--- config.mk ---
export PLATFORM = sky130hd
export DESIGN_NAME = jk_seq_driver_flat
export DESIGN_NICKNAME = d
export VERILOG_FILES = /design/src/rtl/jk_seq_driver_if.sv /design/src/rtl/jk_seq_driver.sv /design/src/flat_wrapper.sv
export SDC_FILE = /design/constraint.sdc
export NUM_CORES = 1
export LEC_CHECK = 0
export BUFFER_PORTS_ARGS = -buffer_cell sky130_fd_sc_hd__buf_2
export CORE_MARGIN = 10
export CORE_UTILIZATION = 25
export DETAILED_ROUTE_END_ITERATION = 6
export PLACE_DENSITY_LB_ADDON = 0.12
export SLEW_MARGIN = 30
export SYNTH_ARGS = -nofsm -noshare
export SYNTH_HDL_FRONTEND = slang
export SYNTH_SLANG_ARGS = --single-unit
--- constraint.sdc ---
create_clock -name clk -period 2.55 [get_ports clk]
set_clock_uncertainty 0.1 [all_clocks]
set_input_delay 0.6375 -clock clk [delete_from_list [all_inputs] [get_ports clk]]
set_output_delay 0.6375 -clock clk [all_outputs]
set_load 0.01 [all_outputs]
--- src/rtl/jk_seq_driver_if.sv ---
// Bundle of signals between the JK sequence driver and the logic around it.
// The master side is the driver itself; the slave side supplies start/pattern
// and the q/qbar coming back from the JK flop under test.
interface jk_seq_driver_if #(
  parameter int NUM_STEPS = 4
);
  localparam int IDX_W = (NUM_STEPS > 1) ? $clog2(NUM_STEPS) : 1;

  logic                   start;
  logic [2*NUM_STEPS-1:0] pattern;
  logic                   q_in;
  logic                   qbar_in;
  logic [1:0]             jk;
  logic                   busy;
  logic                   done;
  logic [IDX_W-1:0]       step_idx;
  logic                   err;
  logic [7:0]             err_count;

  modport master (
    input  start, pattern, q_in, qbar_in,
    output jk, busy, done, step_idx, err, err_count
  );

  modport slave (
    output start, pattern, q_in, qbar_in,
    input  jk, busy, done, step_idx, err, err_count
  );
endinterface

--- src/rtl/jk_seq_driver.sv ---
// Stimulus-and-check engine for a JK flip-flop. Replays a latched list of
// {J,K} commands, each held for HOLD_CYCLES clocks, while a reference JK
// model runs in lock-step and any q/qbar disagreement is counted.
module jk_seq_driver #(
  parameter int HOLD_CYCLES = 5,
  parameter int NUM_STEPS   = 4
) (
  input  logic            clk,
  input  logic            rst,
  jk_seq_driver_if.master bus
);

  localparam int IDX_W  = (NUM_STEPS > 1) ? $clog2(NUM_STEPS) : 1;
  localparam int HOLD_W = (HOLD_CYCLES > 1) ? $clog2(HOLD_CYCLES) : 1;
  localparam logic [IDX_W-1:0]  LAST_STEP = IDX_W'(NUM_STEPS - 1);
  localparam logic [HOLD_W-1:0] LAST_HOLD = HOLD_W'(HOLD_CYCLES - 1);

  typedef enum logic [1:0] {
    ST_IDLE = 2'd0,
    ST_INIT = 2'd1,
    ST_RUN  = 2'd2,
    ST_DONE = 2'd3
  } state_t;

  state_t                 state_q, state_d;
  logic [2*NUM_STEPS-1:0] pat_q, pat_d;
  logic [1:0]             jk_q, jk_d;
  logic [IDX_W-1:0]       step_q, step_d;
  logic [HOLD_W-1:0]      hold_q, hold_d;
  logic                   exp_q, exp_d;
  logic                   err_q, err_d;
  logic [7:0]             err_count_q, err_count_d;

  logic                   mismatch;
  logic [IDX_W-1:0]       step_next;

  // Reference JK behaviour: 00 hold, 01 reset, 10 set, 11 toggle.
  function automatic logic jk_model(input logic q, input logic [1:0] cmd);
    case (cmd)
      2'b01:   jk_model = 1'b0;
      2'b10:   jk_model = 1'b1;
      2'b11:   jk_model = ~q;
      default: jk_model = q;
    endcase
  endfunction

  // Pick command number idx out of the latched pattern.
  function automatic logic [1:0] cmd_at(input logic [2*NUM_STEPS-1:0] pat,
                                        input logic [IDX_W-1:0] idx);
    cmd_at = pat[2*int'(idx) +: 2];
  endfunction

  // Flop disagrees with the model, or its two outputs are not complementary.
  assign mismatch  = (bus.q_in != exp_q) || (bus.qbar_in == bus.q_in);
  assign step_next = step_q + IDX_W'(1);

  // Next-state logic for the sequencer FSM, the reference model and the error counters.
  always_comb begin
    state_d     = state_q;
    pat_d       = pat_q;
    jk_d        = jk_q;
    step_d      = step_q;
    hold_d      = hold_q;
    exp_d       = exp_q;
    err_d       = err_q;
    err_count_d = err_count_q;

    case (state_q)
      ST_IDLE, ST_DONE: begin
        if (bus.start) begin
          pat_d       = bus.pattern;
          jk_d        = 2'b01;
          err_d       = 1'b0;
          err_count_d = 8'd0;
          step_d      = '0;
          state_d     = ST_INIT;
        end
      end

      ST_INIT: begin
        // The flop captures 01 at this edge, so its q is known to be 0.
        exp_d   = 1'b0;
        jk_d    = cmd_at(pat_q, '0);
        hold_d  = '0;
        state_d = ST_RUN;
      end

      ST_RUN: begin
        if (mismatch) begin
          err_d = 1'b1;
          if (err_count_q != 8'hFF) begin
            err_count_d = err_count_q + 8'd1;
          end
        end
        exp_d = jk_model(exp_q, jk_q);
        if (hold_q < LAST_HOLD) begin
          hold_d = hold_q + HOLD_W'(1);
        end else if (step_q < LAST_STEP) begin
          step_d = step_next;
          jk_d   = cmd_at(pat_q, step_next);
          hold_d = '0;
        end else begin
          jk_d    = 2'b00;
          state_d = ST_DONE;
        end
      end

      default: state_d = ST_IDLE;
    endcase
  end

  // State register with synchronous reset; a reset mid-run abandons the run.
  always_ff @(posedge clk) begin
    if (rst) begin
      state_q     <= ST_IDLE;
      pat_q       <= '0;
      jk_q        <= 2'b00;
      step_q      <= '0;
      hold_q      <= '0;
      exp_q       <= 1'b0;
      err_q       <= 1'b0;
      err_count_q <= 8'd0;
    end else begin
      state_q     <= state_d;
      pat_q       <= pat_d;
      jk_q        <= jk_d;
      step_q      <= step_d;
      hold_q      <= hold_d;
      exp_q       <= exp_d;
      err_q       <= err_d;
      err_count_q <= err_count_d;
    end
  end

  assign bus.jk        = jk_q;
  assign bus.busy      = (state_q == ST_INIT) || (state_q == ST_RUN);
  assign bus.done      = (state_q == ST_DONE);
  assign bus.step_idx  = step_q;
  assign bus.err       = err_q;
  assign bus.err_count = err_count_q;

endmodule

--- src/flat_wrapper.sv ---
// flat-port wrapper written by rule: the top's interface ports become plain ports
module jk_seq_driver_flat 
#(
  parameter int HOLD_CYCLES = 5,
  parameter int NUM_STEPS   = 4
)
  (clk, rst, bus_start, bus_pattern, bus_q_in, bus_qbar_in, bus_jk, bus_busy, bus_done, bus_step_idx, bus_err, bus_err_count);
  jk_seq_driver_if #(.NUM_STEPS(NUM_STEPS)) bus_i ();
  input  logic clk;
  input  logic rst;
  input wire logic [$bits(bus_i.start)-1:0] bus_start;
  input wire logic [$bits(bus_i.pattern)-1:0] bus_pattern;
  input wire logic [$bits(bus_i.q_in)-1:0] bus_q_in;
  input wire logic [$bits(bus_i.qbar_in)-1:0] bus_qbar_in;
  output wire logic [$bits(bus_i.jk)-1:0] bus_jk;
  output wire logic [$bits(bus_i.busy)-1:0] bus_busy;
  output wire logic [$bits(bus_i.done)-1:0] bus_done;
  output wire logic [$bits(bus_i.step_idx)-1:0] bus_step_idx;
  output wire logic [$bits(bus_i.err)-1:0] bus_err;
  output wire logic [$bits(bus_i.err_count)-1:0] bus_err_count;
  assign bus_i.start = bus_start;
  assign bus_i.pattern = bus_pattern;
  assign bus_i.q_in = bus_q_in;
  assign bus_i.qbar_in = bus_qbar_in;
  assign bus_jk = bus_i.jk;
  assign bus_busy = bus_i.busy;
  assign bus_done = bus_i.done;
  assign bus_step_idx = bus_i.step_idx;
  assign bus_err = bus_i.err;
  assign bus_err_count = bus_i.err_count;
  jk_seq_driver #(.HOLD_CYCLES(HOLD_CYCLES), .NUM_STEPS(NUM_STEPS)) u_core (.clk(clk), .rst(rst), .bus(bus_i));
endmodule
# ---- Yosys cells after proc, flatten, opt, wreduce, memory -nomap -nowiden
# Index checks and enable logic that the tools add are counted.
dict set report word_totals {
  elab_cells 69
  ff_bits 27
  output_inout_bits 15
}
dict set report op_classes {
  n_lt_le_gt_ge 2
  mux 23
  add_sub_neg 3
  n_reduce_logical 14
  eq_ne 17
  shifts 1
  n_bitwise 1
}
# op n
set ops {}
lappend ops {{$mux 8} 3}
lappend ops {{$mux 2} 8}
lappend ops {{$pmux 8 s2} 1}
lappend ops {{$pmux 2 s3} 2}
lappend ops {{$add 8x1->8 const B} 1}
lappend ops {{$eq 2x2->1 const B} 4}
lappend ops {{$ne 8x8->1 const B} 1}
lappend ops {{$reduce_and 2->1} 4}
lappend ops {{$reduce_and 4->1} 2}
lappend ops {{$shiftx 8x4->2} 1}
lappend ops {{$mux 3} 2}
lappend ops {{$ne 2x1->1 const B} 3}
lappend ops {{$ne 2x2->1 const B} 3}
lappend ops {{$pmux 3 s2} 1}
lappend ops {{$reduce_and 3->1} 2}
lappend ops {{$eq 2x1->1 const B} 2}
lappend ops {{$ne 4x4->1 const B} 1}
lappend ops {{$pmux 1 s2} 2}
lappend ops {{$pmux 2 s2} 1}
lappend ops {{$reduce_bool 2->1} 2}
lappend ops {{$add 3x1->3 const B} 1}
lappend ops {{$lt 3x3->1 const B} 1}
lappend ops {{$ne 3x1->1 const B} 1}
lappend ops {{$pmux 1 s3} 1}
lappend ops {{other kinds (9)} 11}

# ---- Logic depth before layout (Yosys ltp)
dict set report logic_depth {
  word_depth 5
  ltp_mapped 7
  depth_no_buf 6
}

# ---- Worst setup path after synthesis
# Ideal clock, no wire load.
dict set report synth_timing {
  path_kind {register to register}
  start {register u_core.state_q[0]}
  end {register u_core.err_count_q[4] (netlist: u_core.bus.err_count[4])}
  setup_time_ns 0.072
  arrival_time_ns 1.871
  required_ns 2.378
  path_stages_with_launch 8
  slack_ns 0.508
  path_cell_list {dfxtp_1 inv_1 ha_1 buf_6 mux2i_2 or3_4 nor4_4 mux2i_1}
}
dict set report synth_between {
  elab_chain_len 4
  elab_cells_between_ends 10
  classes_between {eq/ne: 5; mux: 1; reduce/logical: 4}
}
# item line
set synth_rtl {}
lappend synth_rtl {{start: declaration} jk_seq_driver.sv:25} ;# state_t state_q, state_d;
lappend synth_rtl {{start signal: assignment} jk_seq_driver.sv:124} ;# state_q <= state_d;
lappend synth_rtl {{$eq 2x2->1 / $logic_not 2->1 (equally long branches)} jk_seq_driver.sv:68} ;# case (state_q)
lappend synth_rtl {{$reduce_or 2->1} jk_seq_driver.sv:68}
lappend synth_rtl {{$ne 2x2->1 (no source line) / $reduce_bool 2->1 (equally long branches)} -}
lappend synth_rtl {{$reduce_and 4->1 (no source line)} -}
lappend synth_rtl {{end signal: assignment} jk_seq_driver.sv:131} ;# err_count_q <= err_count_d;
lappend synth_rtl {{end: declaration} jk_seq_driver.sv:32} ;# logic [7:0] err_count_q, err_count_d;
# Parallel ways exist; a longest one is shown, timed or not.
# A chain may end at the register's enable or synchronous reset.

# ---- Final worst setup path
dict set report layout_timing {
  start {register u_core.state_q[0]}
  end {output bus_busy}
}
dict set report layout_between {
  elab_chain_len 2
  elab_cells_between_ends 3
  classes_between {eq/ne: 2; reduce/logical: 1}
}
# item line
set layout_rtl {}
lappend layout_rtl {{$eq 2x1->1 / $eq 2x2->1 (equally long branches)} jk_seq_driver.sv:136} ;# assign bus.busy = (state_q == ST_INIT) || (state_q == ST_RUN);
lappend layout_rtl {{$logic_or 1x1->1 (*)} jk_seq_driver.sv:136}
lappend layout_rtl {{end: declaration} flat_wrapper.sv:16} ;# output wire logic [$bits(bus_i.busy)-1:0] bus_busy;
# Mark *: on every way between the ends. The rest lies on a longest branch, timed or not.

==> results by group <==
Outcome
  • Status: finished clean

Logic synthesis
  • Netlist cell types: 42
  • Mapped Nets: 184
  • Yosys warns: 0
  • Avg Cell Area, Syn: 8.61 um^2
  • Top post-synthesis cells by area: dfxtp_1, nand2_1, a21oi_1
  • Mapped Area: 1420 um^2
  • Synth top area share: 38.1%
  • Synth top cells by count: dfxtp_1, nand2_1, a21oi_1
  • Most numerous cell in the Yosys netlist: dfxtp_1
  • Area leader, netlist: dfxtp_1
  • Asr flop ratio synth: 0%
  • Sequential share of the synthesized area: 38.1%
  • Synthesized instance count: between 150 and 200
  • Yosys reg bits: 27
  • Top FF cell, synth: dfxtp_1
  • Post-synth EDFFs: 0

Finish
  • Antenna cell count: 0
  • Area Growth Syn to Fin: 19.1%
  • Net count reported at finish: 214
  • Final Util: about 30%
  • Fin cells: 266
  • Share of layout cells above drive strength 1: 22.2%

Place
  • Placed cell count: between 200 and 300
  • Setup WS pre-CTS: 0.461 ns
  • Dpl hpwl: 2.85 mm
  • # port buffers: 27
  • GP Congestion: around 0.76

Critical path
  • Crit Path Max Fanout: 18
  • Crit path required time: 1.81 ns
  • Critical path data arrival time: 1.52 ns
  • Crit path kind: reg2out
  • CP Capture Type: output pin
  • Crit path launch type: flop

STA
  • Period minus WS final: 2.26 ns
  • Fin crit share: 88.6%
  • RSZ-0062 raised after global routing: no
  • Worst-Margin Slew: approximately 0.54 ns
  • Slew Limit Headroom: 63.6%
  • Final Slew Violations: 0
  • Fmax: 0.443 GHz
  • Final setup viols: 0
  • Setup_tns: 0 ns
  • PnR worst setup slack: roughly 0.3 ns
  • Hold Slack: 0.359 ns
  • Final hold viol count: 0

Job
  • Max_cap viols: 0

Drt
  • Post-DR wirelength/cell: roughly 14 um
  • Final wirelength: 3.73 mm
  • Antenna Violating Nets Remaining: 0
  • Drc violations: 0
  • Post-DR vias/cell: 4.81
  • DRT iter0 DRCs: 61
  • Vias: 1279
  • Drt pass-1 iters: 4

Clock network
  • # hold bufs at CTS: 0
  • Skew-Pair Late Insertion Delay: 0.27 ns
  • Post_cts resized: 0
  • Htree depth: 1
  • Clock slew at reported path FFs: 0.09 ns
  • TritonCTS Buffers: 3
  • CTS tree: yes
  • Buffer count from post-CTS setup fixing: 0
  • Root Buffer: clkbuf_8
  • Clock sinks: 27
  • Longest Clk Path Bufs: 2

Die
  • Io pins: 28
  • Die ar.: between 9000 and 10000 um^2
  • Initial Util: 25.8%
  • Core Rows: 27
  • Die height: 95.4 um
  • Core area: roughly 5500 um^2
  • Die W: 95.4 um

Power and ir drop
  • Cell area power density: a little over 800 nW/um^2
  • Leakage: 0.722 nW
  • Worst vdd ir: 0.000264 V

Global routing
  • Initial antenna violation count: 0
  • GRT Total Usage: 8.48%
  • Vias in the first global route: 1311
  • First-pass GRT wire length: 6.24 mm
  • Largest net degree at the start of global routing: 26
  • GRT overflow: 0

Worst hold path
  • HP Class: reg2reg
stage by stage:
stage / power, W / instance area [um^2]
after floorplan: 0.000987 / 1420
after global placement: 0.00115 / 1650
after detailed placement: 0.00115 / 1650
after CTS: 0.00141 / 1690
after global routing: 0.00150 / 1690
final: 0.00138 / 1690
flip-flops by register name, indices dropped and copies added, names as in the netlist:
signal	count
u_core.bus.jk	2
u_core.exp_q	1
u_core.state_q	2
u_core.pat_q	8
u_core.hold_q	3
u_core.bus.step_idx	2
u_core.bus.err_count	8
u_core.bus.err	1
area by class of cell:
class                   instances  area (um^2)
clock buffers                   3         41.3
clock inverters                 1         5.00
fillers                       588         3810
inverters                       6         22.5
multi-input cells             126          827
flip-flops and latches         27          541
well taps                      72         90.1
repair buffers                 31          165
report_power, final:
| group | switching, W | internal [W] | total (W) |
|---|---|---|---|
| clock network | 0.000135 | 0.000110 | 0.000245 |
| registers | 0.0000506 | 0.000488 | 0.000539 |
| logic | 0.000354 | 0.000246 | 0.000600 |
| total | 0.000540 | 0.000844 | 0.00138 |
critical path: stages, from the launching register on:
cell     delay, ns
dfxtp_1       0.38
inv_1         0.06
ha_1          0.31
buf_4         0.24
inv_1         0.11
buf_2         0.15
cell families after synthesis:
family	Yosys count	share of synthesized area, %
flip-flops	27	38.1
AO/OA/AOI/OAI	33	14.5
adder cells (fa/ha/maj)	6	5.29
buffers and inverters	12	3.70
multiplexers	7	6.96
AND/OR/NAND/NOR	80	31.5
final timing paths:
check                    start                      end  slack (ns)  cells after the start
max reg2reg  u_core.state_q[0]  u_core.bus.err_count[5]        0.45                      7
max          u_core.state_q[0]                 bus_busy        0.29                      5
min reg2reg    u_core.pat_q[4]          u_core.pat_q[4]        0.36                      2
min            u_core.pat_q[4]          u_core.pat_q[4]        0.36                      2
per-layer routing:
| metal | vias up | global-route usage [%] | part of all wire, % |
|---|---|---|---|
| met5 | - | 0 | 0 |
| met4 | 0 | 2.58 | 0.62 |
| met3 | 2 | 2.12 | 4.4 |
| met1 | 592 | 10.7 | 49 |
| met2 | 25 | 13.9 | 46 |
| li1 | 660 | - | - |
cells in the final DEF (no fill, tap or decap), drive strengths merged, types with 2 or more instances in the layout:
cell type / instances
o21ai: 4
clkbuf: 3
or3: 5
nand2: 26
a21oi: 17
nor2: 7
nand4: 3
inv: 6
dfxtp: 27
mux4: 2
and3: 4
nand3: 13
nor3: 5
nand2b: 3
a22oi: 2
nor4: 2
ha: 6
buf: 31
nor2b: 4
nand4b: 2
mux2i: 5
No activity file was read; power rests on OpenSTA's default activity.
